$ cat src/rtl/mux_n_to_1_scan_if.sv
// rtl/mux_n_to_1_scan_if.sv - channel bus and output handshake for mux_n_to_1_scan
//   A          N*W    packed channel inputs, channel k = A[k*W +: W]
//   control    SEL_W  channel select used in direct mode
//   mode       2      00 direct, 01 scan, 10/11 hold
//   out_ready  1      downstream accepts B this cycle
//   B          W      registered selected channel data
//   sel_out    SEL_W  channel index currently held in B
//   out_valid  1      B holds a valid sample
//   scan_wrap  1      one-cycle pulse after the scan wraps N-1 -> 0
//   master: the side that drives A/control/mode/out_ready; slave: the mux
interface mux_n_to_1_scan_if #(
  parameter int N = 4,
  parameter int W = 1
);
  localparam int SEL_W = $clog2(N);

  logic [N*W-1:0]   A;
  logic [SEL_W-1:0] control;
  logic [1:0]       mode;
  logic             out_ready;
  logic [W-1:0]     B;
  logic [SEL_W-1:0] sel_out;
  logic             out_valid;
  logic             scan_wrap;

  modport master (
    output A, control, mode, out_ready,
    input  B, sel_out, out_valid, scan_wrap
  );

  modport slave (
    input  A, control, mode, out_ready,
    output B, sel_out, out_valid, scan_wrap
  );
endinterface

$ cat src/rtl/mux_n_to_1_scan.sv
// rtl/mux_n_to_1_scan.sv - registered N-to-1 mux with direct, round-robin scan and hold modes
//   clk  1      clock, all state changes on the rising edge
//   rst  1      asynchronous active-high reset
//   bus  slave  mux_n_to_1_scan_if: A/control/mode/out_ready in, B/sel_out/out_valid/scan_wrap out
//   N channels of W bits; DWELL cycles per channel in scan mode
module mux_n_to_1_scan #(
  parameter int N     = 4,
  parameter int W     = 1,
  parameter int DWELL = 4
) (
  input  logic                 clk,
  input  logic                 rst,
  mux_n_to_1_scan_if.slave     bus
);

  localparam int SEL_W = $clog2(N);
  localparam int CNT_W = $clog2(DWELL) + 1;
  localparam logic [CNT_W-1:0] DWELL_LAST = CNT_W'(DWELL - 1);

  typedef enum logic [1:0] {
    ST_DIRECT = 2'd0,
    ST_SCAN   = 2'd1,
    ST_HOLD   = 2'd2
  } state_t;

  state_t           state, state_nxt;
  logic [CNT_W-1:0] dwell, dwell_nxt;
  logic [CNT_W-1:0] dwell_base;
  logic [W-1:0]     b_nxt;
  logic [SEL_W-1:0] sel_nxt;
  logic [SEL_W-1:0] sel_adv;
  logic             wrap_nxt;
  logic             stall;

  // A sample that is presented but not taken freezes everything.
  assign stall = bus.out_valid && !bus.out_ready;

  always_comb begin
    state_nxt = state;
    dwell_nxt = dwell;
    sel_nxt   = bus.sel_out;
    b_nxt     = bus.B;
    wrap_nxt  = 1'b0;
    // A fresh entry into scan starts counting from zero even if hold
    // left a partial dwell behind.
    dwell_base = (state == ST_SCAN) ? dwell : '0;
    // N is a power of two, so the natural SEL_W-bit overflow is mod N.
    sel_adv    = bus.sel_out + 1'b1;
    if (!stall) begin
      // The presented mode drives this edge's datapath; the state register
      // only remembers it so scan entry can be recognised next time.
      case (bus.mode)
        2'b00: begin
          state_nxt = ST_DIRECT;
          sel_nxt   = bus.control;
          b_nxt     = bus.A[bus.control*W +: W];
          dwell_nxt = '0;
        end
        2'b01: begin
          state_nxt = ST_SCAN;
          if (dwell_base == DWELL_LAST) begin
            dwell_nxt = '0;
            sel_nxt   = sel_adv;
            b_nxt     = bus.A[sel_adv*W +: W];
            wrap_nxt  = (sel_adv == '0);
          end else begin
            dwell_nxt = dwell_base + 1'b1;
            b_nxt     = bus.A[bus.sel_out*W +: W];
          end
        end
        default: begin
          state_nxt = ST_HOLD;
        end
      endcase
    end
  end

  always_ff @(posedge clk or posedge rst) begin
    if (rst) begin
      state         <= ST_DIRECT;
      dwell         <= '0;
      bus.B         <= '0;
      bus.sel_out   <= '0;
      bus.out_valid <= 1'b0;
      bus.scan_wrap <= 1'b0;
    end else begin
      state         <= state_nxt;
      dwell         <= dwell_nxt;
      bus.B         <= b_nxt;
      bus.sel_out   <= sel_nxt;
      bus.out_valid <= 1'b1;
      bus.scan_wrap <= wrap_nxt;
    end
  end

endmodule

$ cat src/flat_wrapper.sv
// flat-port wrapper written by rule: the top's interface ports become plain ports
module mux_n_to_1_scan_flat 
#(
  parameter int N     = 4,
  parameter int W     = 1,
  parameter int DWELL = 4
)
  (clk, rst, bus_A, bus_control, bus_mode, bus_out_ready, bus_B, bus_sel_out, bus_out_valid, bus_scan_wrap);
  mux_n_to_1_scan_if #(.N(N), .W(W)) bus_i ();
  input  logic clk;
  input  logic rst;
  input wire logic [$bits(bus_i.A)-1:0] bus_A;
  input wire logic [$bits(bus_i.control)-1:0] bus_control;
  input wire logic [$bits(bus_i.mode)-1:0] bus_mode;
  input wire logic [$bits(bus_i.out_ready)-1:0] bus_out_ready;
  output wire logic [$bits(bus_i.B)-1:0] bus_B;
  output wire logic [$bits(bus_i.sel_out)-1:0] bus_sel_out;
  output wire logic [$bits(bus_i.out_valid)-1:0] bus_out_valid;
  output wire logic [$bits(bus_i.scan_wrap)-1:0] bus_scan_wrap;
  assign bus_i.A = bus_A;
  assign bus_i.control = bus_control;
  assign bus_i.mode = bus_mode;
  assign bus_i.out_ready = bus_out_ready;
  assign bus_B = bus_i.B;
  assign bus_sel_out = bus_i.sel_out;
  assign bus_out_valid = bus_i.out_valid;
  assign bus_scan_wrap = bus_i.scan_wrap;
  mux_n_to_1_scan #(.N(N), .W(W), .DWELL(DWELL)) u_core (.clk(clk), .rst(rst), .bus(bus_i));
endmodule
$ cat config.mk
export PLATFORM = sky130hd
export DESIGN_NAME = mux_n_to_1_scan_flat
export DESIGN_NICKNAME = d
export VERILOG_FILES = /design/src/rtl/mux_n_to_1_scan_if.sv /design/src/rtl/mux_n_to_1_scan.sv /design/src/flat_wrapper.sv
export SDC_FILE = /design/constraint.sdc
export NUM_CORES = 1
export LEC_CHECK = 0
export BUFFER_PORTS_ARGS = -buffer_cell sky130_fd_sc_hd__buf_2
export CAP_MARGIN = 20
export CORE_AREA = 2 2 39 41
export DETAILED_ROUTE_END_ITERATION = 7
export DIE_AREA = 0 0 41 43
export PLACE_DENSITY = 0.73
export SLEW_MARGIN = 20
export SYNTH_ARGS = -nofsm -noshare
export SYNTH_HDL_FRONTEND = slang
export SYNTH_SLANG_ARGS = --single-unit
$ cat constraint.sdc
create_clock -name clk -period 5.5 [get_ports clk]
set_input_delay 0.275 -clock clk [delete_from_list [all_inputs] [get_ports clk]]
set_output_delay 0.275 -clock clk [all_outputs]
set_load 0.1 [all_outputs]
Word-level counts from Yosys, hierarchy flattened --
Index checks and enable logic that the tools add are counted.
Cells by class: $add $sub $neg 2, eq/ne operators 4, div/mod/pow operators 0, $lt $le $gt $ge 0, shift-type cells 3, mux-type cells 11, $mul 0, bitwise gates (word level) 1, reductions and logical operators 7
Operator list (number):
- $shiftx A4 B3 Y1 | 3
- $pmux W2 S2 | 2
- $mux W3 | 2
- $pmux W3 S2 | 1
- $eq A2 B1 Y1 const B | 2
- $logic_not A2 Y1 | 2
- $mux W1 | 4
- $add A3 B1 Y3 const B | 1
- $eq A3 B2 Y1 const B | 1
- $reduce_and A3 Y1 | 1
- $add A2 B1 Y2 const B | 1
- $mux W2 | 1
- $ne A2 B1 Y1 const B | 1
- $pmux W1 S2 | 1
- $reduce_and A2 Y1 | 1
- $reduce_bool A2 Y1 | 1
- $logic_and A1 B1 Y1 | 1
- $logic_not A1 Y1 | 1
- $not A1 Y1 | 1
Storage, ports and cells: ROM bits 0, memory bits (writable) 0, word-level logic and storage cells 34, input port bits 11, bits in latches 0, memories kept 0, bits in registers 10

Logic depth before layout (Yosys ltp) --
Gate-level depths: netlist (run 1).
word-level depth 6, mapped depth 8

Least setup slack after synthesis (run 1) --
Ideal clock, no wire load.
path kind register to register, start register u_core.bus.sel_out[0], end register u_core.bus.B, path slack 3428 ps, library setup time 95 ps, arrival 1977 ps, stages on the path, launching flop included 6, path buffers 0, clock period less this slack 2072 ps, path through dfrtp_1 -> nand3b_1 -> or3_4 -> a21boi_2 -> and3b_1 -> o31ai_1
On the way: longest elaborated chain between the ends 4
RTL lines:
- start, declared | line mux_n_to_1_scan_if.sv:33 | output B, sel_out, out_valid, scan_wrap
- start signal, assigned | line mux_n_to_1_scan.sv:90 | bus.sel_out <= sel_nxt;
- $add A2 B1 Y2 | line mux_n_to_1_scan.sv:48 | sel_adv = bus.sel_out + 1'b1;
- $shiftx A4 B3 Y1 | line mux_n_to_1_scan.sv:64 | b_nxt = bus.A[sel_adv*W +: W];
- $mux W1 * | line mux_n_to_1_scan.sv:61 | if (dwell_base == DWELL_LAST) begin
- $pmux W1 S2 * | line mux_n_to_1_scan.sv:52 | case (bus.mode)
- end signal, assigned | line mux_n_to_1_scan.sv:89 | bus.B <= b_nxt;
- end, declared | line mux_n_to_1_scan_if.sv:33
Mark *: on every way between the ends. The rest lies on a longest branch, timed or not. A chain may end at the register's enable or synchronous reset.

Worst setup path after layout (run 1) --
start register u_core.state[1], end register u_core.bus.B
On the way: longest elaborated chain between the ends 5
RTL lines:
- start, declared | line mux_n_to_1_scan.sv:26 | state_t state, state_nxt;
- start signal, assigned | line mux_n_to_1_scan.sv:87 | state <= state_nxt;
- $eq A2 B1 Y1 | line mux_n_to_1_scan.sv:46 | dwell_base = (state == ST_SCAN) ? dwell : '0;
- $mux W3 | line mux_n_to_1_scan.sv:46
- $eq A3 B2 Y1 | line mux_n_to_1_scan.sv:61
- $mux W1 | line mux_n_to_1_scan.sv:61
- $pmux W1 S2 | line mux_n_to_1_scan.sv:52
Every way passes these cells.

==> impl_metrics.json, run 1 <==
{
  "rows": 14,
  "fin_crit_sh": 0.377,
  "hold_path_class": "input pin to register",
  "start_util": 0.432,
  "crit_type": "register to register",
  "drtIter0Drc": 11,
  "outcome": "finished, final reports clean",
  "synth-async-reset-ratio": 1.00,
  "synth.avg_cell_area_um2": 9.49,
  "end_kind": "register",
  "cts_sinks": 10,
  "synth_edf_count": 0,
  "cts_resized": 0,
  "syn2layout_area_growth_pct": 22.2,
  "cts_buffers": 3,
  "fillCellCount": 133,
  "nNetsFinal": 95,
  "routabilityCongestion": 0.857,
  "reg2reg_depth": 8,
  "post_cts_buffers": 0,
  "grt_max_degree": 11,
  "critPathMaxFanout": 4,
  "maxCapViolations": 0,
  "hp-start": "bus_mode[0]",
  "slew_violations": 0,
  "path_clk_slew_ns": 0.07,
  "setup_violations": 0,
  "dpl_cell_area_um2": 684,
  "synthFlopType": "dfrtp_1",
  "final_cells": 97,
  "wl_um": 1100,
  "antenna_left": 0,
  "die-area_um2": 1760,
  "r2r_start": "u_core.state[1]",
  "antenna_found_initial": 0,
  "hold_buffers": 1,
  "critical_path_arrival_ns": 2.26,
  "grt_pass1_vias": 480,
  "fp.dieW_um": 41,
  "wl_per_cell_um": 11.4,
  "ys_seq_elements": 10,
  "fin_area_um2": 731,
  "synth_nets": 76,
  "ys_seq_area_frac": 0.418,
  "routed-via-count": 508,
  "diodes": 0,
  "fin_skew_ns": 0.00207,
  "cp-startpoint": "u_core.state[1]",
  "htreeDepth": 1,
  "rsz0062_at_grt": "false",
  "io-pin-count": 16,
  "cts_root_buffer": "clkbuf_4",
  "fin_tns_setup_ns": 0,
  "p_per_area_nw_per_um2": 323,
  "cp-start-kind": "register",
  "drc": 0,
  "cts_buffer_depth": 2,
  "grt_pass1_wl_um": 1940,
  "overflow": 0,
  "synthCells": 63,
  "total_power_uw": 236,
  "fp.coreArea_um2": 1380,
  "drt-pass1-iter-count": 4,
  "portBuffers": 15,
  "leakage_uw": 0.000365,
  "cts_tree": "done",
  "post-dp-hpwl_um": 842,
  "min_period_ns": 2.07,
  "synthDistinctLibCells": 30,
  "die_h_um": 43,
  "avgViaCountPerCell": 5.24,
  "clk_latency_ns": 0.27,
  "fmax_ghz": 0.482,
  "ys_warn_count": 0,
  "track_usage": 0.169,
  "ir_drop_v": 0.000146,
  "drive_gt1_frac": 0.321,
  "worst-endpoint-required_ns": 5.68,
  "syn_area_um2": 598,
  "whs_path_depth": 3,
  "placed_cells": 92,
  "final_hold_viol_count": 0
}
## registers in the layout, indices dropped and copies added (netlist names)
name / flops
u_core.bus.B: 1
u_core.state: 2
u_core.bus.scan_wrap: 1
u_core.bus.sel_out: 2
u_core.bus.out_valid: 1
u_core.dwell: 3
## layout make-up
cell class | count | area [um^2] | area share
clock buffers | 4 | 36.3 | 0.0497
repair buffers | 16 | 85.1 | 0.116
flip-flops and latches | 10 | 250 | 0.342
multi-input cells | 48 | 328 | 0.449
inverters | 3 | 11.3 | 0.0154
well taps | 16 | 20.0 | 0.0274
## stage by stage
stage	setup slack (ns)	utilization	hold WS, ns
4_1_cts	3.41	0.528	0.292
5_1_grt	3.26	0.528	0.317
6_report	3.43	0.528	0.302
2_1_floorplan	3.43	-	0.115
3_5_place_dp	3.44	0.495	0.276
3_3_place_gp	3.49	0.495	0.270
## layer usage
metal | vias to the layer above | global-route usage | part of all wire
met3 | 5 | 0.0681 | 0.063
met5 | - | 0 | 0
met1 | 232 | 0.178 | 0.45
met2 | 15 | 0.266 | 0.46
li1 | 256 | - | -
met4 | 0 | 0.100 | 0.032
## worst max-delay path, cell delays in order, from the launching register on
cell and delay (ns):
dfrtp_1 0.39, and2b_2 0.23, and2_1 0.14, ha_1 0.21, inv_1 0.09, or3_4 0.41, a21boi_2 0.13, and3b_1 0.17
o31ai_1 0.20
## logic make-up after synthesis
family          Yosys count  share of synthesized area
buf+inv                   5                     0.0335
fa+ha+maj                 2                     0.0418
mux                       3                     0.0544
compound gates           14                      0.161
other cells               1                    0.00627
simple gates             28                      0.285
flops                    10                      0.418
## cell usage in the layout, fill, tap and decap left out, drive strengths merged, types with 2 or more instances in the layout
master  instances
nand2           7
buf            15
o21ai           4
nor2b           2
nand2b          3
mux2            2
nor2            4
o31ai           2
clkbuf          4
and2            2
and3b           2
a31oi           2
ha              2
dfrtp          10
inv             3
nand3b          3
## power by group
part           internal, uW  switching, uW
combinational          20.5           60.4
clock                  40.2           27.0
sequential             81.4           6.32
total                   142           93.7
## cell usage after synthesis (2+ instances only)
cell type / count / share of area
a31oi_1: 2 / 0.021
o21ai_0: 4 / 0.033
nand3b_1: 3 / 0.038
ha_1: 2 / 0.042
nand2b_1: 3 / 0.031
nor2_1: 4 / 0.025
and3b_1: 2 / 0.029
mux2_2: 2 / 0.038
inv_1: 3 / 0.019
nand2_1: 7 / 0.044
and2_1: 2 / 0.021
dfrtp_1: 10 / 0.42
o31ai_1: 2 / 0.025
## path summary, 6_finish.rpt
kind | endpoint | slack (ns)
setup reg to reg | u_core.bus.B | 3.43
hold / removal | u_core.bus.scan_wrap | 0.30
setup / recovery | u_core.bus.B | 3.43
hold reg to reg | u_core.bus.B | 0.47
max in group asynchronous | u_core.dwell[1] | 4.72
min in group asynchronous | u_core.dwell[0] | 0.51
Power figures use the tool's default switching activity.
==> inputs of run 2 (changes only) <==
--- a/config.mk
+++ b/config.mk
@@ -7,10 +7,9 @@
 export LEC_CHECK = 0
 export BUFFER_PORTS_ARGS = -buffer_cell sky130_fd_sc_hd__buf_2
 export CAP_MARGIN = 20
-export CORE_AREA = 2 2 39 41
+export CORE_UTILIZATION = 44
 export DETAILED_ROUTE_END_ITERATION = 7
-export DIE_AREA = 0 0 41 43
-export PLACE_DENSITY = 0.73
+export PLACE_DENSITY = 0.74
 export SLEW_MARGIN = 20
 export SYNTH_ARGS = -nofsm -noshare
 export SYNTH_HDL_FRONTEND = slang
==> constraint.sdc (replaced) <==
create_clock -name clk -period 1.9 [get_ports clk]
set_input_delay 0.095 -clock clk [delete_from_list [all_inputs] [get_ports clk]]
set_output_delay 0.095 -clock clk [all_outputs]
set_load 0.1 [all_outputs]
==> run 2 against run 1 <==
Net effect: the run now ends with setup timing left; sequential share of layout area fell by 2.9 points; flip-flop and latch count did not move; largest cell class unchanged; worst setup slack got worse by 3.4 ns; routed wire length is 13% higher; critical path type unchanged; clock-buffer cell count is the same; critical endpoint unchanged.
==> impl_metrics.json, run 2 (same netlist as run 1, synthesis figures left out) <==
{
  "outcome": "complete, but fails checks",
  "violations": "setup timing",
  "crit_type": "register to register",
  "critical_path_arrival_ns": 2.03,
  "hold_path_class": "input pin to register",
  "rsz0062_at_grt": "true",
  "post-place-ws_ns": -0.107,
  "end_kind": "register",
  "routed-via-count": 513,
  "cts_root_buffer": "clkbuf_4",
  "antenna_found_initial": 0,
  "total_power_uw": 668,
  "max_flop_register": "u_core.dwell",
  "antenna_left": 0,
  "nNetsFinal": 100,
  "post-dp-hpwl_um": 920,
  "ir_drop_v": 0.000543,
  "fin_skew_ns": 0.0128,
  "critPathMaxFanout": 4,
  "grt_pass1_vias": 483,
  "drc": 0,
  "start_util": 0.504,
  "htreeDepth": 1,
  "whs_ns": 0.118,
  "die-area_um2": 1510,
  "fin_crit_sh": 1.00,
  "reg2reg_depth": 8,
  "wl_um": 1250,
  "cp-start-kind": "register",
  "timing.final.ws_setup_ns": -0.000928,
  "r2r_start": "u_core.state[1]",
  "diodes": 0,
  "min_period_ns": 1.90,
  "grt_pass1_wl_um": 2040,
  "whs_path_depth": 3,
  "grt_max_degree": 11,
  "slew_violations": 0,
  "hold_end": "u_core.bus.sel_out[0]",
  "cts_tree": "done",
  "cts_buffers": 3,
  "p_per_area_nw_per_um2": 828,
  "die_h_um": 38.9,
  "drive_gt1_frac": 0.453,
  "avgViaCountPerCell": 5.13,
  "wl_per_cell_um": 12.5,
  "layout_commonest_cell": "buf_2",
  "drtIter0Drc": 11,
  "routabilityCongestion": 0.801,
  "rrSetupSlack_ns": -0.0009,
  "hp-start": "bus_control[0]",
  "drt-pass1-iter-count": 4,
  "worst-endpoint-required_ns": 2.03,
  "cp-startpoint": "u_core.state[1]",
  "io-pin-count": 16,
  "overflow": 0,
  "syn2layout_area_growth_pct": 34.9,
  "final_hold_viol_count": 0,
  "cts_buffer_depth": 2,
  "portBuffers": 15,
  "clk_latency_ns": 0.26,
  "fp.coreArea_um2": 1190,
  "timing.rr.end": "u_core.bus.B",
  "path_clk_slew_ns": 0.08,
  "cts_sinks": 10,
  "layout_common_cells": "15 x buf_2, 8 x dfrtp_1, 7 x nand2_1",
  "slowest_delay_ns": 0.37,
  "setup_violations": 1,
  "leakage_uw": 0.000387,
  "largest_register_ffs": 3,
  "crit_chain": "and2b_2, and2_4, ha_4, inv_2, or3_4, and3_4, a211oi_2, o31ai_2",
  "critical_path_buf_inv_count": 1,
  "fmax_ghz": 0.526,
  "fp.dieW_um": 38.9,
  "reg_top3": "u_core.dwell: 3 flops, u_core.bus.sel_out: 2 flops, u_core.state: 2 flops",
  "maxCapViolations": 0,
  "rows": 12,
  "track_usage": 0.206,
  "path_delay_family": "simple AND/OR/NAND/NOR gates",
  "critPathSlowestCell": "dfrtp_1"
}
## run 2: cell count changes in the layout (fill, tap and decap cells not counted), sizes merged
cell,previous run,this run
buf,15,20
## run 2: timing repair
item	CTS	global route
pin swaps	5	1
endpoints found under the setup margin	1	1
setup buffers	2	0
resized for setup	5	2
hold buffers	1	0
hold endpoints to repair	10	0
## run 2: worst max-delay path by stage
stage	slack (ns)	to	cells after the start
2_1_floorplan	0.002	u_core.bus.B	8
5_1_grt	-0.08	u_core.bus.B	8
3_3_place_gp	-0.02	u_core.bus.B	8
4_1_cts	0.003	u_core.bus.B	8
6_report	-0.0009	u_core.bus.B	8
3_5_place_dp	-0.11	u_core.bus.B	8
## run 2: worst register-to-register path: stages (launching register included)
cell and delay, ns:
dfrtp_1 0.37, and2b_2 0.23, and2_4 0.15, ha_4 0.14, inv_2 0.04, or3_4 0.34
and3_4 0.19, a211oi_2 0.22, o31ai_2 0.10
## run 2: through the flow
stage               area, um^2  std cells  utilization   TNS [ns]
CTS                        796        100        0.671          0
finish                     807        100        0.680  -0.000928
global route               807        100        0.680    -0.0838
detailed placement         722         93        0.609     -0.107
global placement           722         93        0.609    -0.0242
floorplan                  616         63            -          0
## run 2: layout make-up
type                    count  area [um^2]
inverters                   3         11.3
repair buffers             21          123
fillers                    96          379
multi-input cells          48          377
clock buffers               4         26.3
flip-flops and latches     10          253
well taps                  14         17.5
## run 2: report_power, final
part | internal, uW | switching, uW | leakage (uW)
registers | 238 | 18.7 | 0.000125
logic | 71.8 | 184 | 0.000247
clock network | 80.9 | 74.9 | 0.0000150
total | 390 | 278 | 0.000387
## run 2: routing by layer
| layer | vias to the layer above | GRT usage | part of all wire |
|---|---|---|---|
| met5 | - | 0 | 0 |
| met3 | 2 | 0.0520 | 0.043 |
| met4 | 0 | 0.0776 | 0.013 |
| li1 | 268 | - | - |
| met2 | 13 | 0.329 | 0.47 |
| met1 | 230 | 0.261 | 0.47 |
==> inputs of run 3 (changes only) <==
--- a/config.mk
+++ b/config.mk
@@ -9,6 +9,7 @@
 export CAP_MARGIN = 20
 export CORE_UTILIZATION = 44
 export DETAILED_ROUTE_END_ITERATION = 7
+export MAX_ROUTING_LAYER = met4
 export PLACE_DENSITY = 0.74
 export SLEW_MARGIN = 20
 export SYNTH_ARGS = -nofsm -noshare
==> run 3 against run 2 <==
Net effect: the flow still finishes with violations (setup timing); routed wire length decreased by 0.16%; worst hold slack barely moved; sequential share of layout area unchanged; clock-buffer cell count did not move; critical path depth unchanged.
==> impl_metrics.json, run 3 (same netlist as run 1, synthesis figures left out) <==
{
  "cts_tree": "done",
  "fin_area_um2": 807,
  "hold_path_class": "input pin to register",
  "p_per_area_nw_per_um2": 828,
  "start_util": 0.504,
  "min_period_ns": 1.90,
  "htreeDepth": 1,
  "routabilityCongestion": 0.813,
  "wl_um": 1240,
  "cts_sinks": 10,
  "max_flop_register": "u_core.dwell",
  "reg_top3": "u_core.dwell: 3 flops, u_core.bus.sel_out: 2 flops, u_core.state: 2 flops",
  "crit_type": "register to register",
  "rows": 12,
  "overflow": 0,
  "outcome": "complete, but fails checks",
  "critical_path_arrival_ns": 2.03,
  "die-area_um2": 1510,
  "diodes": 0,
  "fmax_ghz": 0.526,
  "worst-endpoint-required_ns": 2.03,
  "timing.final.ws_setup_ns": -0.000922,
  "wl_per_cell_um": 12.4,
  "maxCapViolations": 0,
  "avgViaCountPerCell": 5.15,
  "portBuffers": 15,
  "cts_buffers": 3,
  "layout_common_cells": "15 x buf_2, 8 x dfrtp_1, 7 x nand2_1",
  "rsz0062_at_grt": "true",
  "drt-pass1-iter-count": 4,
  "clk_latency_ns": 0.26,
  "largest_register_ffs": 3,
  "syn2layout_area_growth_pct": 34.9,
  "whs_ns": 0.118,
  "dpl_cell_area_um2": 722,
  "post-dp-hpwl_um": 920,
  "fp.dieW_um": 38.9,
  "drive_gt1_frac": 0.453,
  "fin_crit_sh": 1.00,
  "nNetsFinal": 100,
  "violations": "setup timing",
  "cts_root_buffer": "clkbuf_4",
  "leakage_uw": 0.000387,
  "fin_skew_ns": 0.0128,
  "routed-via-count": 515,
  "io-pin-count": 16,
  "layout_commonest_cell": "buf_2",
  "end_kind": "register",
  "drtIter0Drc": 11,
  "critPathMaxFanout": 4,
  "antenna_found_initial": 0,
  "setup_violations": 1,
  "antenna_left": 0,
  "cts_buffer_depth": 2,
  "die_h_um": 38.9,
  "track_usage": 0.211,
  "path_clk_slew_ns": 0.08,
  "grt_max_degree": 11,
  "grt_pass1_wl_um": 2040,
  "fp.coreArea_um2": 1190,
  "slew_violations": 0,
  "ir_drop_v": 0.000543,
  "final_hold_viol_count": 0,
  "drc": 0,
  "total_power_uw": 668,
  "fin_tns_setup_ns": -0.000922,
  "grt_pass1_vias": 483,
  "cp-start-kind": "register"
}
## run 3: cell counts in the layout (fill, tap and decap cells not counted)
No cell type changed its count.
## run 3: path summary, 6_finish.rpt
kind                       cells past startpoint  slack (ns)             startpoint               endpoint
hold reg to reg                                1        0.50  u_core.bus.sel_out[0]  u_core.bus.sel_out[0]
min in group asynchronous                      3        0.34                    rst  u_core.bus.sel_out[1]
setup reg to reg                               8     -0.0009        u_core.state[1]           u_core.bus.B
setup / recovery                               8     -0.0009        u_core.state[1]           u_core.bus.B
hold / removal                                 3        0.12         bus_control[0]  u_core.bus.sel_out[0]
max in group asynchronous                      3        1.27                    rst  u_core.bus.sel_out[0]
## run 3: critical path, cell delays in order (launching register included)
cell and delay, ns:
dfrtp_1 0.37, and2b_2 0.23, and2_4 0.15, ha_4 0.14, inv_2 0.04, or3_4 0.34, and3_4 0.19, a211oi_2 0.22
o31ai_2 0.09
## run 3: repair_timing
item / CTS / global route
hold endpoints to repair: 10 / 0
setup buffers: 2 / 0
hold buffers: 1 / 0
endpoints found under the setup margin: 1 / 1
resized for setup: 5 / 2
pin swaps: 5 / 1
## run 3: final cells by class
class                      count  area, um^2
multi-input combinational     48         377
inverter                       3        11.3
fill                          96         379
timing repair buffer          21         123
tap                           14        17.5
clock buffer                   4        26.3
sequential                    10         253
## run 3: layer usage
| layer | routed length [um] | vias to the layer above | track usage |
|---|---|---|---|
| li1 | - | 268 | - |
| met3 | 54 | 2 | 0.0520 |
| met5 | 0 | - | - |
| met4 | 15 | 0 | 0.0776 |
| met2 | 589 | 13 | 0.329 |
| met1 | 583 | 232 | 0.261 |
## run 3: report_power, final
part           switching, uW  internal (uW)  leakage (uW)  total, uW
Clock                   74.8           80.9     0.0000150        156
Combinational            184           71.8      0.000247        256
Sequential              18.7            238      0.000125        256
## run 3: per-stage QoR
stage,utilization,worst slack (ns),cells
final,0.680,-0.000922,100
after global routing,0.680,-0.0838,100
after CTS,0.671,0.00253,100
after detailed placement,0.609,-0.107,93
after global placement,0.609,-0.0242,93
after floorplan,-,0.00234,63
